==> config.mk <==
export PLATFORM = sky130hd
export DESIGN_NAME = exhaustive_vec_gen
export DESIGN_NICKNAME = d
export VERILOG_FILES = /design/src/rtl/exhaustive_pkg.sv /design/src/rtl/misr16.sv /design/src/rtl/exhaustive_vec_gen.sv
export SDC_FILE = /design/constraint.sdc
export NUM_CORES = 1
export LEC_CHECK = 0
export BUFFER_PORTS_ARGS = -buffer_cell sky130_fd_sc_hd__buf_2
export CAP_MARGIN = 20
export CORE_MARGIN = 8
export CORE_UTILIZATION = 47
export CTS_CLUSTER_DIAMETER = 200
export DETAILED_ROUTE_END_ITERATION = 10
export HOLD_SLACK_MARGIN = 0.06
export PLACE_DENSITY_LB_ADDON = 0.2
export REMOVE_ABC_BUFFERS = 1
export SLEW_MARGIN = 20
export SYNTH_ARGS = -nofsm -noshare
export SYNTH_HDL_FRONTEND = slang
export SYNTH_SLANG_ARGS = --single-unit
export TNS_END_PERCENT = 100
==> constraint.sdc <==
create_clock -name clk -period 1.5 [get_ports clk]
set_clock_uncertainty 0.15 [all_clocks]
set_input_delay 0.075 -clock clk [delete_from_list [all_inputs] [get_ports clk]]
set_output_delay 0.075 -clock clk [all_outputs]
set_load 0.005 [all_outputs]
==> src/rtl/exhaustive_pkg.sv <==
// Shared types and constants for the exhaustive vector generator and its MISR.
// Build option: define GRAY_SEQ_EN to emit Gray-coded vectors instead of binary.
package exhaustive_pkg;

  typedef enum logic [1:0] {
    ST_IDLE = 2'd0,
    ST_RUN  = 2'd1,
    ST_DONE = 2'd2
  } state_t;

  localparam logic [15:0] MISR_POLY = 16'h1021;
  localparam logic [15:0] MISR_SEED = 16'hFFFF;

  // One signature step: shift left, fold the feedback polynomial on carry-out, absorb the response.
  function automatic logic [15:0] misrStep(input logic [15:0] s, input logic [15:0] d);
    return {s[14:0], 1'b0} ^ (s[15] ? MISR_POLY : 16'h0000) ^ d;
  endfunction

endpackage

==> src/rtl/misr16.sv <==
// 16-bit multiple-input signature register; clr reloads the seed, en absorbs din.
module misr16
  import exhaustive_pkg::*;
(
  input  logic        clk,
  input  logic        rst,
  input  logic        clr,
  input  logic        en,
  input  logic [15:0] din,
  output logic [15:0] sig
);

  logic [15:0] r_sig;

  always_ff @(posedge clk) begin
    if (rst || clr) begin
      r_sig <= MISR_SEED;
    end else if (en) begin
      r_sig <= misrStep(r_sig, din);
    end
  end

  assign sig = r_sig;

endmodule

==> src/rtl/exhaustive_vec_gen.sv <==
// Sweeps every N_IN-bit vector, holding each for HOLD cycles, and compacts the responses into a MISR.
// Build option: GRAY_SEQ_EN selects Gray-coded vec; otherwise vec is the binary index.
module exhaustive_vec_gen
  import exhaustive_pkg::*;
#(
  parameter int N_IN   = 4,
  parameter int HOLD   = 20,
  parameter int RESP_W = 2
) (
  input  logic              clk,
  input  logic              rst,
  input  logic              start,
  input  logic              abort,
  input  logic [RESP_W-1:0] resp,
  output logic [N_IN-1:0]   vec,
  output logic              vec_valid,
  output logic              busy,
  output logic              done,
  output logic [15:0]       sig
);

  localparam int              HW        = (HOLD > 1) ? $clog2(HOLD) : 1;
  localparam logic [HW-1:0]   HOLD_LAST = HW'(HOLD - 1);
  localparam logic [N_IN-1:0] IDX_LAST  = '1;

  state_t          r_state;
  state_t          w_next;
  logic [N_IN-1:0] r_idx;
  logic [HW-1:0]   r_hcnt;
  logic            w_sample;
  logic            w_launch;
  logic [15:0]     w_din;

  assign w_sample = (r_state == ST_RUN) && (r_hcnt == HOLD_LAST);
  assign w_launch = ((r_state == ST_IDLE) || (r_state == ST_DONE)) && start && !abort;
  assign w_din    = 16'(resp);

  always_ff @(posedge clk) begin
    if (rst) begin
      r_state <= ST_IDLE;
    end else begin
      r_state <= w_next;
    end
  end

  always_comb begin
    w_next = r_state;
    unique case (r_state)
      ST_IDLE: if (w_launch) w_next = ST_RUN;
      ST_RUN: begin
        if (abort) begin
          w_next = ST_IDLE;
        end else if (w_sample && (r_idx == IDX_LAST)) begin
          w_next = ST_DONE;
        end
      end
      ST_DONE: begin
        if (abort) begin
          w_next = ST_IDLE;
        end else if (w_launch) begin
          w_next = ST_RUN;
        end
      end
      default: w_next = ST_IDLE;
    endcase
  end

  // IDLE is only ever entered with idx cleared, so vec reads 0 there without extra gating.
  always_ff @(posedge clk) begin
    if (rst || w_launch || abort) begin
      r_idx  <= '0;
      r_hcnt <= '0;
    end else if (r_state == ST_RUN) begin
      if (w_sample) begin
        r_hcnt <= '0;
        if (r_idx != IDX_LAST) begin
          r_idx <= r_idx + 1'b1;
        end
      end else begin
        r_hcnt <= r_hcnt + 1'b1;
      end
    end
  end

  misr16 u_misr (
    .clk (clk),
    .rst (rst),
    .clr (w_launch),
    .en  (w_sample && !abort),
    .din (w_din),
    .sig (sig)
  );

`ifdef GRAY_SEQ_EN
  assign vec = r_idx ^ (r_idx >> 1);
`else
  assign vec = r_idx;
`endif

  assign busy      = (r_state == ST_RUN);
  assign vec_valid = (r_state == ST_RUN);
  assign done      = (r_state == ST_DONE);

endmodule

* Word level (Yosys, flattened, before mapping) *
Index checks and enable logic that the tools add are counted.

storage, ports and cells
  bits in writable memories = 0
  bits in read-only memories = 0
  register bits = 27
  memories kept = 0
  latch bits = 0
  output and inout port bits = 23

cells by class
  magnitude comparators = 0
  multiplexer cells = 7
  shift operators = 0
  $mul = 0
  equal/unequal tests = 6
  add/subtract/negate cells = 2
  div/mod/pow operators = 0
  reductions and logical operators = 11
  bitwise gates (word level) = 2

operator list
  kind                                                                    count
  16-bit XOR                                                              1
  16-bit by 2-bit XOR with 16-bit output                                  1
  13-bit 2-to-1 mux                                                       1
  2-bit 2-to-1 mux                                                        4
  2-bit one-hot mux with 3 select lines                                   1
  5-bit by 1-bit adder with 5-bit output (second input constant)          1
  5-bit equality test (second input constant)                             1
  1-bit logical AND                                                       5
  5-bit 2-to-1 mux                                                        1
  4-bit by 1-bit adder with 4-bit output (second input constant)          1
  4-bit equality test (second input constant)                             1
  4-bit != test (second input constant)                                   1
  1-bit logical OR                                                        3
  3-bit by 2-bit != test with 1-bit output (second input constant)        1
  3-bit AND reduction                                                     1
  2-bit by 1-bit equality test with 1-bit output (second input constant)  1
  2-bit equality test (second input constant)                             1
  2-bit logical NOT                                                       1
  1-bit logical NOT                                                       1

* Logic depth before layout (Yosys ltp) *
Gate-level depths: netlist of the first run.

  depth in word-level cells = 7
  gate-level depth with buffers = 6
  depth with buffers taken out = 4

* Modules after synthesis *
A second synthesis of the first run with hierarchy kept.

unflattened totals
  cells, all modules = 139
  area, all modules = 1,383.8 um^2

by module, submodules not included
  module              times used  seq. area each (um^2)  area an instance (um^2)  cells each
  misr16              1           320.3                  743.2                    69
  exhaustive_vec_gen  1           220.2                  640.6                    70

* Worst setup path after synthesis of the first run *
Ideal clock, no wire load.

  path type = reg-to-reg
  start = register r_hcnt[0]
  end = register r_state[0]
  path buffers = 1
  path slack = -0.019 ns
  cell stages (with the launch flop) = 6
  clock period less this slack = 1.519 ns
  setup time = 0.100 ns
  data arrival time = 1.270 ns
  path through = dfxtp_1 -> ha_1 -> nor4bb_1 -> buf_4 -> and3_4 -> a2111oi_4

between the ends
  cells in the longest elaborated chain, start to end = 4

ends and longest elaborated chain
  item                                                RTL line                  RTL
  start: declaration                                  exhaustive_vec_gen.sv:29  logic [HW-1:0] r_hcnt;
  start signal: assignment                            exhaustive_vec_gen.sv:80  r_hcnt <= r_hcnt + 1'b1;
  5-bit equality test                                 exhaustive_vec_gen.sv:34  assign w_sample = (r_state == ST_RUN) && (r_hcnt == HOLD_LAST);
  1-bit logical AND                                   exhaustive_vec_gen.sv:34
  1-bit logical AND                                   exhaustive_vec_gen.sv:53  end else if (w_sample && (r_idx == IDX_LAST)) begin
  3-bit by 2-bit != test with 1-bit output (no line)  -
  end signal: assignment                              exhaustive_vec_gen.sv:42  r_state <= w_next;
  end: declaration                                    exhaustive_vec_gen.sv:26  state_t r_state;

Every way passes these cells.
A chain may end at the register's enable or synchronous reset.

* Worst setup path in the final report of the first run *
  start = register r_hcnt[0]
  end = register u_misr.r_sig[12], in the netlist u_misr.sig[12]

between the ends
  cells in the longest elaborated chain, start to end = 3

ends and longest elaborated chain
  item                    RTL line                  RTL
  5-bit equality test     exhaustive_vec_gen.sv:34
  1-bit logical AND       exhaustive_vec_gen.sv:34
  1-bit logical AND       exhaustive_vec_gen.sv:89  .en (w_sample && !abort),
  end signal: assignment  misr16.sv:19              r_sig <= misrStep(r_sig, din);
  end: declaration        misr16.sv:13              logic [15:0] r_sig;

Every way passes these cells.

==> results of run 1 <==
-- worst max-delay path: stages, from the launching register on --
cell and delay [ns]:
dfxtp_2 0.38, ha_4 0.16, nand4bb_4 0.14, buf_8 0.17, buf_12 0.13, o21ai_1 0.12, o211ai_1 0.11
-- report_power, final --
| part | switching (mW) | internal (mW) | total (mW) |
|---|---|---|---|
| combinational | 0.0432 | 0.0412 | 0.0843 |
| clock | 0.226 | 0.102 | 0.328 |
| sequential | 0.00223 | 0.718 | 0.721 |
-- flip-flops by register name, indices dropped and copies added, names as in the netlist --
signal	cells
r_state	2
u_misr.sig	16
vec	4
r_hcnt	5
-- path summary, 6_finish.rpt --
check | slack (ns) | end | from
min | 0.34 | r_state[0]$_SDFFE_PP0P_ | rst
max | 0.01 | u_misr.sig[12]$_SDFFE_PP1P_ | r_hcnt[0]$_SDFFE_PP0P_
max reg2reg | 0.01 | u_misr.sig[12]$_SDFFE_PP1P_ | r_hcnt[0]$_SDFFE_PP0P_
min reg2reg | 0.36 | u_misr.sig[3]$_SDFFE_PP1P_ | u_misr.sig[3]$_SDFFE_PP1P_
-- stage by stage --
step           setup TNS [ns]  power [mW]
4_1_cts                     0        1.14
5_1_grt                -0.309        1.17
3_5_place_dp            -1.47       0.800
2_1_floorplan          -22.23       0.768
6_report                    0        1.13
3_3_place_gp           -0.245       0.797
-- cell usage in the layout (no fill, tap or decap), types with 3 or more instances in the layout --
master         count
buf_2             29
buf_4             14
buf_6              5
clkbuf_4           3
dfxtp_1           19
dfxtp_2            7
dlygate4sd3_1      5
mux2i_1            3
nand2_1            7
nand3_1           24
nand3_2            6
nand3b_1           3
nor2b_1            3
o211ai_1           4
o21ai_0            3
o21ai_1            8
o21ai_2            7
xnor2_1            4
-- area by class of cell --
class / instances / area [um2]
clock buffer: 3 / 22.5
clock inverter: 1 / 7.51
fill: 221 / 820
inverter: 1 / 3.75
multi-input combinational: 104 / 841
sequential: 27 / 553
tap: 31 / 38.8
timing repair buffer: 57 / 424
-- metal layers --
layer | share of wire, % | up-vias
met1 | 45 | 604
met5 | 0 | -
met4 | 0.76 | 0
met2 | 50 | 21
li1 | - | 627
met3 | 3.8 | 4
-- synthesized netlist by cell type (2+ instances only) --
cell type | number | area, um2
nor2b_1 | 3 | 18.8
o21ai_0 | 8 | 40.0
or3_1 | 2 | 12.5
nand2_1 | 8 | 30.0
a21oi_1 | 3 | 15.0
a31oi_1 | 2 | 12.5
nand4bb_1 | 2 | 22.5
xnor2_1 | 4 | 35.0
mux2i_1 | 3 | 30.0
dfxtp_1 | 27 | 541
ha_1 | 2 | 25.0
buf_6 | 3 | 33.8
nand3_1 | 30 | 150
buf_4 | 4 | 30.0
nand3b_1 | 3 | 22.5
nand2b_1 | 2 | 12.5
o211ai_1 | 4 | 30.0
o21ai_1 | 10 | 50.1
buf_2 | 2 | 10.0
-- logic make-up (layout without fill, tap and decap cells) --
kind of cell               Yosys count  after routing  synth area share [%]
AOI/OAI and AO/OA                   32             32                  16.5
xor gates and xnor gates             4              4                  2.67
adders and majority gates            2              2                  1.91
buffers and inverters               11             62                  6.29
DFF                                 27             27                  41.2
muxes                                3              3                  2.29
and+or+nand+nor                     62             63                  29.2
-- timing repair --
item / in CTS / in global routing
gates cloned: 1 / 1
resized for setup: 19 / 31
setup endpoints to repair: 24 / 23
hold endpoints to repair: 4 / 0
buffers inserted: 3 / 0
hold buffers: 6 / 0
pin swaps: 3 / 14
==> impl_metrics.toml, run 1 <==
[drt]
wl_per_cell_um = 15.8
via_per_inst = 5.61
drtIter0Drc = 46
first_pass_iters = 4
wl_um = 3540
ant_nets = 0
vias = 1256
drc = 0

[logic_synthesis]
syn_area_um2 = 1310
syn_inst = 141
yosysWarnings = 0
synthFlopType = "dfxtp_1"
synth_edf_count = 0
syn_area_per_cell_um2 = 9.31
seq_area_frac_synth_pct = 41.2
ys_async_sr_fraction_pct = 0
yosys_register_bits = 27
synth_cell_types = 38

[worst_setup_path]
start_kind = "flop"
cp.required_ns = 1.55
path_max_fanout = 6
end_kind = "flop"
crit_type = "reg -> reg"
worstPathArrival_ns = 1.54
r2r_cells = 6

[clocking]
clkSinkCount = 27
max-clock-path-buffers = 2
cts_root_buf = "clkbuf_4"
path_clk_slew_ns = 0.15
cts_buffers = 3
tritoncts = "built"
clock_latency_ns = 0.32
htree_levels = 1

[power]
ir_worst_vdd_uv = 492
leakagePower_nw = 0.664
power.density_nw_per_um2 = 599

[global_routing]
grt_pass1_wl_um = 5820
first_global_vias = 1289
grt_busiest_layer = "met2"
grt_util_all_layers_pct = 15.5
antenna_found_initial = 0
grt-ovfl-total = 0
grt_use_met2_pct = 26.8
grt_use_met3_pct = 2.58
grt_max_degree = 17
use_met1_pct = 18.9

[timing]
slew_violations = 0
period_minus_slack_ns = 1.49
whs_ns = 0.343
post-route-period-util_pct = 99.4
worstMarginPinSlew_ns = 0.371
maxSlewHeadroom_pct = 75.3
setup_viol = 0
hold_viol_final = 0
clock.fmax_mhz = 671
rsz0062_at_grt = "yes"
setup_slack_ns = 0.00951

[place]
dpl.hpwl_um = 2410
place_area_um2 = 1570
dp_cells = 209
place_ws_ns = -0.140
io_buffers = 28
gp_congestion = 0.790

[worst_hold_path]
hold_path_depth = 3
hold_path.class = "in -> reg"

[cells_and_area]
fin_area_um2 = 1890
antenna_cells = 0
fin_util_pct = 69.8
layout.nets = 202
area_delta_synth_final_pct = 44.0
fin_cells = 224
drive_gt1_share_pct = 48.7

[status]
status = "finished, final reports clean"

[floorplan]
dieArea_um2 = 4740
core_um2 = 2710
io_pins = 29
dieHeight_um = 68.8
die_w_um = 68.8
rows = 19
floorplan.initialDensity_pct = 48.4

[run]
cap_violations = 0
Note: power is estimated with default switching activity, not from simulation.
==> inputs of run 2 (changes only) <==
Settings changed: PLACE_DENSITY set to 0.85, PLACE_DENSITY_LB_ADDON 0.2 to unset.
==> impl_metrics.toml, run 2 (synthesis gave the netlist of run 1 again) <==
[drt]
via_per_inst = 5.80
vias = 1305
drc = 0
wl_um = 3800
wl_per_cell_um = 16.9
first_pass_iters = 4
ant_nets = 0
drtIter0Drc = 39

[worst_hold_path]
hold_path.class = "in -> reg"
hold_path_depth = 4

[cells_and_area]
largest_reg_flops = 16
fin_cells = 225
layout.nets = 203
final_common_cell = "nand3_1"
antenna_cells = 0
drive_gt1_share_pct = 42.8
layout.filler_cells = 235
area_delta_synth_final_pct = 36.2
fin_util_pct = 66.0
final_cell_mix = "30 x nand3_1, 29 x buf_2, 20 x buf_4, 18 x dfxtp_1, 11 x o21ai_1"

[clocking]
clkSinkCount = 27
cts_buffers = 3
clock_latency_ns = 0.34
cts_root_buf = "clkbuf_4"
tritoncts = "built"
max-clock-path-buffers = 2
htree_levels = 1
path_clk_slew_ns = 0.16

[worst_setup_path]
path_max_fanout = 16
rrSetupSlack_ns = -0.03
r2r_cells = 3
crit_type = "reg -> reg"
start_kind = "flop"
cp.required_ns = 1.56
end_kind = "flop"
worstPathArrival_ns = 1.60

[global_routing]
first_global_vias = 1309
grt_use_met2_pct = 29.0
grt_util_all_layers_pct = 16.1
antenna_found_initial = 0
use_met1_pct = 18.8
grt_busiest_layer = "met2"
grt-ovfl-total = 0
grt_max_degree = 17
grt_use_met3_pct = 2.58
grt_pass1_wl_um = 5940

[timing]
hold_viol_final = 0
setup_viol = 6
slew_violations = 0
setup_slack_ns = -0.0347
rsz0062_at_grt = "yes"
post-route-period-util_pct = 102
clock.fmax_mhz = 652
tns_ns = -0.108
worstMarginPinSlew_ns = 0.432
maxSlewHeadroom_pct = 71.1
period_minus_slack_ns = 1.53

[place]
dpl.hpwl_um = 2490
dp_cells = 207
place_ws_ns = -0.134
io_buffers = 28
gp_congestion = 0.917

[run]
cap_violations = 0

[power]
power_frac_comb_pct = 7.7
p_seq_share_pct = 63.0
power.internal_uw = 866
power.density_nw_per_um2 = 639
switching_share_pct = 24.2
leakagePower_nw = 0.624
p_sw_uw = 277
ir_worst_vdd_uv = 537
pwr-share-clk_pct = 29.3

[floorplan]
dieHeight_um = 68.8
dieArea_um2 = 4740
die_w_um = 68.8
io_pins = 29
floorplan.initialDensity_pct = 48.4
rows = 19
core_um2 = 2710

[status]
status = "finished, violations left"
violations = "negative setup slack"
[run 2: cell types whose count changed in the layout (fill, tap and decap cells not counted), moves of 2 or more]
cell / before / now
o21ai_1: 8 / 11
nand3_1: 24 / 30
buf_4: 14 / 20
o21ai_0: 3 / 6
o21ai_2: 7 / 1
nand3_2: 6 / 0
buf_12: 2 / 0
[run 2: worst max-delay path, stage by stage (launching register included)]
cell      delay [ns]
dfxtp_2         0.41
or3b_4          0.50
o21ai_0         0.22
o211ai_1        0.12
[run 2: area by class of cell]
cell class / count / area [um2] / area share (%)
Clock buffer: 4 / 26.3 / 1.47
Sequential cell: 27 / 554 / 31.0
Timing Repair Buffer: 59 / 400 / 22.4
Multi-Input combinational cell: 103 / 764 / 42.8
Inverter: 1 / 3.75 / 0.210
Tap cell: 31 / 38.8 / 2.17
[run 2: layer usage]
metal / part of all wire, % / vias to the layer above
met3: 5.7 / 7
met1: 42 / 628
met4: 1.2 / 0
met5: 0 / -
li1: - / 621
met2: 51 / 49
[run 2: power groups by stage]
stage / sequential (mW) / clock (mW) / combinational [mW]
after floorplan: 0.737 / 0 / 0.0312
after global placement: 0.737 / 0 / 0.0599
after detailed placement: 0.737 / 0 / 0.0630
after CTS: 0.720 / 0.328 / 0.0789
after global routing: 0.721 / 0.353 / 0.0928
final: 0.720 / 0.335 / 0.0875
[run 2: metrics by stage]
step           instance area (um2)  power, mW  hold slack (ns)
2_1_floorplan                 1230      0.768          -0.0107
3_3_place_gp                  1550      0.796            0.147
3_5_place_dp                  1550      0.800            0.164
4_1_cts                       1730       1.13           0.0717
5_1_grt                       1790       1.17           0.0890
6_report                      1790       1.14           0.0253
[run 2: repair_timing]
action | CTS | global route
endpoints found under the hold margin | 6 | 0
pin swaps | 2 | 6
resized for setup | 18 | 11
hold buffers | 6 | 0
endpoints found under the setup margin | 24 | 24
cloned | 1 | 0
buffers inserted | 4 | 3
[run 2: path summary, 6_finish.rpt]
kind,from,endpoint
max,r_hcnt[4]$_SDFFE_PP0P_,u_misr.sig[5]$_SDFFE_PP1P_
min,abort,u_misr.sig[0]$_SDFFE_PP1P_
max reg2reg,r_hcnt[4]$_SDFFE_PP0P_,u_misr.sig[5]$_SDFFE_PP1P_
min reg2reg,u_misr.sig[9]$_SDFFE_PP1P_,u_misr.sig[10]$_SDFFE_PP1P_
==> inputs of run 3 (changes only) <==
Settings changed: CORE_UTILIZATION 47 to 48, PLACE_DENSITY 0.85 to 0.86, REMOVE_ABC_BUFFERS 1 to unset, SYNTH_HIERARCHICAL set to 1.
==> impl_metrics.toml, run 3 <==
[logic_synthesis]
synth_top_cell_by_area = "dfxtp_1"
ys_async_sr_fraction_pct = 0
synthFlopType = "dfxtp_1"
yosys_register_bits = 27
yosysWarnings = 6
synth_top_area_share_pct = 39.1
synth_top_cells_by_count = "27 x dfxtp_1, 17 x nand2b_1, 15 x xnor2_1"
synth.most_common_cell = "dfxtp_1"
synth_cell_types = 40
seq_area_frac_synth_pct = 39.1
syn_inst = 139
syn_area_per_cell_um2 = 9.96
syn_area_um2 = 1380
synth_edf_count = 0
synth.area.top_cells = "dfxtp_1 39%, xnor2_1 9.5%, nand2b_1 7.7%"

[power]
leakagePower_nw = 0.796
ir_worst_vdd_uv = 581
finalPower_mw = 1.15
power.density_nw_per_um2 = 616

[drt]
first_pass_iters = 4
wl_per_cell_um = 13.2
drc = 0
wl_um = 3040
vias = 1156
via_per_inst = 5.03
ant_nets = 0
drtIter0Drc = 35

[place]
dp_cells = 219
gp_congestion = 0.811
io_buffers = 28
dpl.hpwl_um = 2260

[worst_setup_path]
critPathBufInv = 1
end_kind = "flop"
crit_type = "reg -> reg"
worstPathArrival_ns = 1.60
path_cells = "ha_4, buf_6, and4bb_4, or3_4, a21oi_2"
critical-path-top-delay-family = "simple AND/OR/NAND/NOR gates"
r2r_cells = 5
path_depth = 5
cp.required_ns = 1.61
max_stage_delay_ns = 0.36
cpMaxStageDelayCell = "dfxtp_2"
start_kind = "flop"
path_max_fanout = 4

[cells_and_area]
drive_gt1_share_pct = 35.7
fin_util_pct = 68.0
largest_reg_flops = 16
antenna_cells = 0
final_cell_mix = "28 x buf_2, 22 x dfxtp_1, 16 x nand2b_1, 15 x xnor2_1"
area_delta_synth_final_pct = 35.4
final_common_cell = "buf_2"
layout.nets = 208
fin_cells = 230

[timing]
clock.fmax_mhz = 672
hold_viol_final = 0
post-route-period-util_pct = 99.2
rsz0062_at_grt = "yes"
setup_viol = 0
period_minus_slack_ns = 1.49
slew_violations = 0

[floorplan]
io_pins = 29
rows = 19
die_w_um = 69.7
dieHeight_um = 69.7
floorplan.initialDensity_pct = 50.2
core_um2 = 2760
dieArea_um2 = 4860

[status]
status = "finished, final reports clean"

[global_routing]
grt_util_all_layers_pct = 12.5
first_global_vias = 1193
grt_pass1_wl_um = 5240
grt_max_degree = 18
antenna_found_initial = 0
grt-ovfl-total = 0

[clocking]
max-clock-path-buffers = 2
htree_levels = 1
tritoncts = "built"
cts_buffers = 3
clock_latency_ns = 0.33
path_clk_slew_ns = 0.15
clkSinkCount = 27
cts_root_buf = "clkbuf_4"

[worst_hold_path]
hold_path.class = "reg -> reg"
hold_path_depth = 2

[run]
cap_violations = 0
run 3: cell count changes after synthesis, moves of 3 or more:
cell	change
nand3_1	-23
nand2_1	-4
xnor2_1	+11
nand2b_1	+15
o21ai_1	-10
o21ai_0	-7
inv_1	+3
nor3_1	+3
buf_4	-3
o211ai_1	+10
run 3: stage by stage:
step	hold slack [ns]	cell area, um2	setup WS (ns)	setup TNS (ns)
finish	0.359	1870	0.0120	0
global route	0.369	1870	-0.0511	-0.372
CTS	0.338	1830	-0.00342	-0.00342
detailed placement	0.160	1730	-0.0952	-0.912
global placement	0.146	1730	-0.0248	-0.256
floorplan	0.00179	1470	-0.0884	-0.759
run 3: cells by family (layout without fill, tap and decap cells):
group / after synthesis / count (layout) / synth area share (%)
AND/OR/NAND/NOR: 52 / 52 / 24.9
AO/OA/AOI/OAI: 27 / 27 / 15.3
flip-flops: 27 / 27 / 39.1
XOR/XNOR: 17 / 17 / 12.7
buffers and inverters: 10 / 57 / 3.80
multiplexers: 3 / 3 / 2.17
adder cells (fa/ha/maj): 2 / 2 / 1.81
other: 1 / 14 / 0.271
run 3: timing repair:
action / CTS / global route
endpoints found under the setup margin: 22 / 21
pin swaps: 1 / 4
resized for setup: 6 / 10
buffers inserted: 0 / 2
hold buffers: 5 / 0
cloned: 0 / 0
endpoints found under the hold margin: 23 / 0
run 3: report_power, final:
group / total, mW / internal (mW) / switching (mW) / leakage (nW)
combinational: 0.116 / 0.0556 / 0.0606 / 0.557
clock: 0.317 / 0.100 / 0.217 / 0.0177
sequential: 0.721 / 0.719 / 0.00172 / 0.221
total: 1.15 / 0.875 / 0.279 / 0.796
run 3: path summary, 6_finish.rpt:
| kind | start | endpoint | slack [ns] |
|---|---|---|---|
| min reg2reg | vec[1]$_SDFFE_PP0P_ | vec[1]$_SDFFE_PP0P_ | 0.36 |
| max | r_hcnt[1]$_SDFFE_PP0P_ | r_hcnt[0]$_SDFFE_PP0P_ | 0.01 |
| min | vec[1]$_SDFFE_PP0P_ | vec[1]$_SDFFE_PP0P_ | 0.36 |
| max reg2reg | r_hcnt[1]$_SDFFE_PP0P_ | r_hcnt[0]$_SDFFE_PP0P_ | 0.01 |
run 3: area by class of cell:
cell class | count | area [um2]
multi-input cells | 115 | 896
fillers | 214 | 883
flip-flops and latches | 27 | 547
repair buffers | 49 | 343
well taps | 31 | 38.8
clock buffers | 3 | 22.5
inverters | 4 | 22.5
clock inverters | 1 | 5.00
run 3: routing by layer:
layer | GRT usage (%) | wire (um) | part of all wire [%] | vias to the layer above
met2 | 22.5 | 1450 | 48 | 23
li1 | - | - | - | 598
met1 | 14.0 | 1430 | 47 | 529
met5 | 0 | 0 | 0 | -
met3 | 2.58 | 115 | 3.8 | 6
met4 | 4.69 | 40 | 1.3 | 0
run 3: worst min-delay path: stages (launching register included):
cell,delay (ns)
dfxtp_2,0.36
nand3_1,0.07
mux2i_1,0.06
